**config.mk**
```make
export PLATFORM = sky130hd
export DESIGN_NAME = axi_refill_arbiter
export DESIGN_NICKNAME = d
export VERILOG_FILES = /design/src/rtl/axi_refill_arbiter.sv
export SDC_FILE = /design/constraint.sdc
export NUM_CORES = 1
export LEC_CHECK = 0
export ABC_CLOCK_PERIOD_IN_PS = 1390
export CAP_MARGIN = 0
export CELL_PAD_IN_SITES_DETAIL_PLACEMENT = 0
export CELL_PAD_IN_SITES_GLOBAL_PLACEMENT = 1
export CORE_AREA = 2 2 122 124
export CTS_CLUSTER_SIZE = 12
export DETAILED_ROUTE_END_ITERATION = 10
export DIE_AREA = 0 0 124 126
export GPL_TIMING_DRIVEN = 0
export MAX_ROUTING_LAYER = met4
export PLACE_DENSITY_LB_ADDON = 0.15
export SKIP_CTS_REPAIR_TIMING = 1
export SYNTH_ARGS = -nofsm -noshare
export SYNTH_HDL_FRONTEND = slang
export SYNTH_SLANG_ARGS = --single-unit
```
**constraint.sdc**
```tcl
create_clock -name aclk -period 1.39 [get_ports aclk]
set_clock_uncertainty 0.1 [all_clocks]
set_input_delay 0.278 -clock aclk [delete_from_list [all_inputs] [get_ports aclk]]
set_output_delay 0.278 -clock aclk [all_outputs]
set_load 0.02 [all_outputs]
```
**src/rtl/axi_refill_arbiter.sv**
```systemverilog
// Read-side AXI arbiter: serialises I-cache line refills and D-side reads onto one AR/R port,
// one outstanding burst at a time, data side has priority.
module axi_refill_arbiter #(
    parameter int LINE_WORDS = 8,
    parameter int OFF_W      = 5
) (
    input  logic        aclk,
    input  logic        aresetn,
    input  logic        i_req,
    input  logic [31:0] i_addr,
    output logic        i_grant,
    output logic        i_rvalid,
    output logic [31:0] i_rdata,
    output logic        i_rlast,
    input  logic        d_req,
    input  logic [31:0] d_addr,
    input  logic        d_uncached,
    output logic        d_grant,
    output logic        d_rvalid,
    output logic [31:0] d_rdata,
    output logic        d_rlast,
    output logic        rd_err,
    output logic [3:0]  arid,
    output logic [31:0] araddr,
    output logic [7:0]  arlen,
    output logic [2:0]  arsize,
    output logic [1:0]  arburst,
    output logic [1:0]  arlock,
    output logic [3:0]  arcache,
    output logic [2:0]  arprot,
    output logic        arvalid,
    input  logic        arready,
    input  logic [3:0]  rid,
    input  logic [31:0] rdata,
    input  logic [1:0]  rresp,
    input  logic        rlast,
    input  logic        rvalid,
    output logic        rready
);

    typedef enum logic [2:0] {IDLE, AR_I, AR_D, R_I, R_D} state_t;

    localparam logic [31:0] LINE_MASK = ~((32'd1 << OFF_W) - 32'd1);
    localparam logic [7:0]  BURST_LEN = 8'(LINE_WORDS - 1);

    state_t      state_q, state_d;
    logic [31:0] araddr_q, araddr_d;
    logic [7:0]  arlen_q, arlen_d;
    logic [3:0]  arid_q, arid_d;
    logic        arvalid_q, arvalid_d;
    logic        rready_q, rready_d;
    logic        i_grant_q, i_grant_d;
    logic        d_grant_q, d_grant_d;
    logic [4:0]  cnt_q, cnt_d;

    logic        beat_s;
    logic        unused_ok_s;

    assign beat_s = rvalid & rready_q;

    // Next-state and next-register computation for the arbitration FSM
    always_comb begin
        state_d   = state_q;
        araddr_d  = araddr_q;
        arlen_d   = arlen_q;
        arid_d    = arid_q;
        arvalid_d = arvalid_q;
        rready_d  = rready_q;
        i_grant_d = 1'b0;
        d_grant_d = 1'b0;
        cnt_d     = cnt_q;
        case (state_q)
            IDLE: begin
                if (d_req) begin
                    state_d   = AR_D;
                    arvalid_d = 1'b1;
                    arid_d    = 4'd1;
                    if (d_uncached) begin
                        araddr_d = d_addr;
                        arlen_d  = 8'd0;
                    end else begin
                        araddr_d = d_addr & LINE_MASK;
                        arlen_d  = BURST_LEN;
                    end
                end else if (i_req) begin
                    state_d   = AR_I;
                    arvalid_d = 1'b1;
                    arid_d    = 4'd0;
                    araddr_d  = i_addr & LINE_MASK;
                    arlen_d   = BURST_LEN;
                end else begin
                    state_d = IDLE;
                end
            end
            AR_I, AR_D: begin
                if (arready) begin
                    state_d   = (state_q == AR_D) ? R_D : R_I;
                    arvalid_d = 1'b0;
                    rready_d  = 1'b1;
                    cnt_d     = 5'd0;
                    i_grant_d = (state_q == AR_I);
                    d_grant_d = (state_q == AR_D);
                end else begin
                    state_d = state_q;
                end
            end
            R_I, R_D: begin
                // rlast alone closes the burst; the count is only kept for observation
                if (beat_s) begin
                    cnt_d = cnt_q + 5'd1;
                    if (rlast) begin
                        state_d  = IDLE;
                        rready_d = 1'b0;
                    end else begin
                        state_d = state_q;
                    end
                end else begin
                    state_d = state_q;
                end
            end
            default: begin
                state_d   = IDLE;
                arvalid_d = 1'b0;
                rready_d  = 1'b0;
            end
        endcase
    end

    // State and registered AXI/grant outputs with synchronous active-low reset
    always_ff @(posedge aclk) begin
        if (!aresetn) begin
            state_q   <= IDLE;
            araddr_q  <= 32'd0;
            arlen_q   <= 8'd0;
            arid_q    <= 4'd0;
            arvalid_q <= 1'b0;
            rready_q  <= 1'b0;
            i_grant_q <= 1'b0;
            d_grant_q <= 1'b0;
            cnt_q     <= 5'd0;
        end else begin
            state_q   <= state_d;
            araddr_q  <= araddr_d;
            arlen_q   <= arlen_d;
            arid_q    <= arid_d;
            arvalid_q <= arvalid_d;
            rready_q  <= rready_d;
            i_grant_q <= i_grant_d;
            d_grant_q <= d_grant_d;
            cnt_q     <= cnt_d;
        end
    end

    assign araddr  = araddr_q;
    assign arlen   = arlen_q;
    assign arid    = arid_q;
    assign arvalid = arvalid_q;
    assign rready  = rready_q;
    assign i_grant = i_grant_q;
    assign d_grant = d_grant_q;
    assign arsize  = 3'b010;
    assign arburst = 2'b01;
    assign arlock  = 2'b00;
    assign arcache = 4'b0000;
    assign arprot  = 3'b000;

    assign i_rvalid = beat_s & (state_q == R_I);
    assign d_rvalid = beat_s & (state_q == R_D);
    assign i_rlast  = i_rvalid & rlast;
    assign d_rlast  = d_rvalid & rlast;
    assign i_rdata  = rdata;
    assign d_rdata  = rdata;
    assign rd_err   = beat_s & (rresp != 2'b00);

    assign unused_ok_s = ^{rid, cnt_q};

endmodule
```
==> results by group <==
Global route
  • Total GRT Usage: 10.37%
  • Remaining Overflow, GRT: 0
  • Number of global-route vias before repair: between 2k and 2.5k
  • First-pass GRT wire length: 12.30 mm
  • Pin count of the biggest net entering global routing: 14
  • Antenna violations before repair: 0

Pwr
  • Comb power frac: 58.9%
  • Internal Pwr Total: around 5000 uW
  • Part of the power in the clock network: 17.5%
  • Reg power frac: a little under a quarter
  • Pwr Density: 1507 nW/um^2
  • VDD IR max: between 0.6 and 0.7 mV
  • LEAKAGE: slightly above 0.003 uW
  • P_sw: just under 3000 uW
  • Sw Share: roughly 37%

Yosys
  • Post-Synthesis Cells: just under 300
  • Ys async rst share: 0%
  • Flop and latch count out of synthesis: between 40 and 50
  • Most common library cells after synthesis: 92 x buf_4, 41 x dfxtp_1, 34 x nand2_1
  • Synthesis Warnings: 0
  • Most common cell in the netlist: buf_4
  • Area contributors post-synth: dfxtp_1 31%, buf_4 26%, mux2i_1 12%
  • Library cells used by synthesis: 34
  • Post-Syn Area: 2689 um^2
  • Share of Yosys cell area claimed by the top area cell type: a little under a third
  • Ys flop type: dfxtp_1
  • Sequential area share after synthesis: 30.53%
  • Post-synth top area cell: dfxtp_1
  • Post-synth EDFFs: 0
  • Syn avg cell area: 9.053 um^2

Timing
  • Fin. Hold Viols: 0
  • Final period utilization: 121.3%
  • Setup_tns: -7112 ps
  • Slew headroom: 65.71%
  • Peak Freq: 593.2 MHz
  • RSZ-0062 raised after global routing: yes
  • Max-slew violations: 0
  • Final setup fails: 42
  • Final setup margin: -295.9 ps
  • Slew @ Worst Pin: between 500 and 600 ps
  • Clock period minus worst slack: 1686 ps

Worst setup path
  • R2R Path End: araddr[6]
  • WP data required: 1010 ps
  • CP max stage delay: 430 ps
  • Crit Path Class: flip-flop to output port
  • Flop2flop setup slack: -190 ps
  • R2R depth: 7
  • Slowest cell on crit path: or3b_4
  • Critical-path cell list: or3b_4, nor2_2, buf_6
  • Startpoint Class: flip-flop
  • Critical Path AT: 1310 ps
  • CP Capture Type: output port
  • Critical R2R Launch: state_q[2]
  • Critical path fanouts, max: 4

Floorplan
  • Die Wd: 124 um
  • Core Region: around 14000 um^2
  • I/O pin cnt: 241
  • Die Ht: 126 um
  • Initial core utilization: 18.78%
  • DIE AREA: about 16000 um^2
  • Rows: 44

Final layout
  • FF/Latch Area: 830.8 um^2
  • Layout Cells excl Fill: about 700
  • Share of post-route cells with drive strength above 1: 30.60%
  • Area growth from synthesis to layout: 96.18%
  • Inserted Diodes: 0
  • Layout fillers: about 1.5k
  • Design area: about 5300 um^2
  • Footprint of the multi-input gates: between 1000 and 1500 um^2
  • Finished Core Util: 36.85%
  • Final #Nets: roughly 620

CTS
  • Worst-skew pair later-pin latency: ~280 ps
  • CTS buffer count: 5
  • CTS root buffer: clkbuf_16
  • CTS max path bufs: 2
  • Clock sink count: 41
  • H-tree levels: 2
  • Reg clk slew, reported paths: around 60 ps
  • CTS tree: done

Detailed routing
  • Via density: 3.811
  • Routed WL: 8.473 mm
  • Vias post-DR: around 2.7k
  • Routed Antenna Nets: 0
  • Number of remaining DRC errors: 0
  • Routed wire length per instance: 12.16 um
  • DR iter-0 viols: 26
  • DRT Pass-1 Iters: 4

Min path
  • Hold depth: 2
  • Sink of the worst hold path: i_grant
  • Hold Path Class: input pin to flip-flop
  • Hold wc startpoint: arready

Place
  • Placed Cells: ~680
  • Gpl congestion: 0.6964
  • Dpl cell area: 4756 um^2
  • Final HPWL DP: 6.769 mm
  • PortBufs: 175

Outcome
  • Status: complete, but fails checks
  • Failing checks: setup timing

Flow run
  • Max-Cap Viols: 0
## sequential cells by signal (all words and copies together), names as in the netlist
name     flops
arvalid      1
rready       1
arid         1
araddr      32
arlen        1
d_grant      1
i_grant      1
state_q      3
## worst max-delay path by stage
stage / depth (start not counted) / endpoint / slack (ps) / startpoint
2_1_floorplan: 7 / araddr[21] / -60 / state_q[2]
3_3_place_gp: 4 / d_rvalid / -660 / rvalid
3_5_place_dp: 4 / i_rlast / -690 / rlast
4_1_cts: 3 / d_rlast / -860 / state_q[0]
5_1_grt: 4 / i_rvalid / -350 / state_q[1]
6_report: 3 / d_rlast / -300 / state_q[1]
## layout by cell type (no fill, tap or decap), types with 2 or more instances in the layout
cell and count:
dfxtp_4 2, nor2_1 7, nand2_2 5, nor2b_1 8, buf_8 3, nor2_2 3, buf_4 101, a21oi_1 3
dfxtp_2 2, dlymetal6s2s_1 43, o211ai_1 3, dfxtp_1 37, nand3b_1 2, clkbuf_16 6, mux2i_1 31, nand2_1 28
a22oi_2 6, clkbuf_1 6, clkbuf_2 2, o211a_1 27, buf_6 11, clkdlybuf4s50_1 125, nand3_1 2, inv_1 2
conb_1 22, buf_2 3
## power groups by stage
stage	Sequential, uW	Combinational [uW]	Clock [uW]
after global routing	1940	5070	1490
after floorplan	2360	1960	0
final	1870	4680	1390
after CTS	1870	4150	1440
after global placement	1880	4130	0
after detailed placement	1890	4130	0
## cells by family after synthesis
kind of cell	after synthesis	share of synthesized area [%]
XOR/XNOR	1	0.3258
AO/OA/AOI/OAI	46	15.03
multiplexers	31	11.54
adder cells (fa/ha/maj)	1	0.3723
AND/OR/NAND/NOR	65	12.38
flip-flops	41	30.53
buffers and inverters	110	29.55
other	2	0.2793
## cell type report
class                           instances  area share, %
Timing Repair Buffer                  188          37.43
Buffer                                107          15.44
Clock buffer                            6          2.633
Inverter                                3         0.2135
Multi-Input combinational cell        166          23.46
Clock inverter                          2         0.7116
Tap cell                              184          4.364
Sequential cell                        41          15.75
## worst max-delay path: cells and delay by family (launching register included)
family        cells  cell delay (ps)
buf+inv           1              120
flops             1              340
simple gates      2              560
## per-layer routing
metal  up-vias  GRT usage [%]  part of all wire [%]
met5         -              -                     0
met4         0          2.578                  0.92
met3         5          3.986                    13
met2       151          17.29                    47
met1      1170          11.62                    39
li1       1330              -                     -
## per-stage QoR
stage | total power, uW | hold slack, ps | setup slack (ps)
floorplan | 4316 | 348.7 | -57.65
global placement | 6012 | 346.5 | -657.6
detailed placement | 6016 | 350.0 | -688.6
CTS | 7465 | 363.9 | -859.3
global route | 8506 | 343.4 | -354.0
finish | 7948 | 339.9 | -295.9
Note: power is estimated with default switching activity, not from simulation.
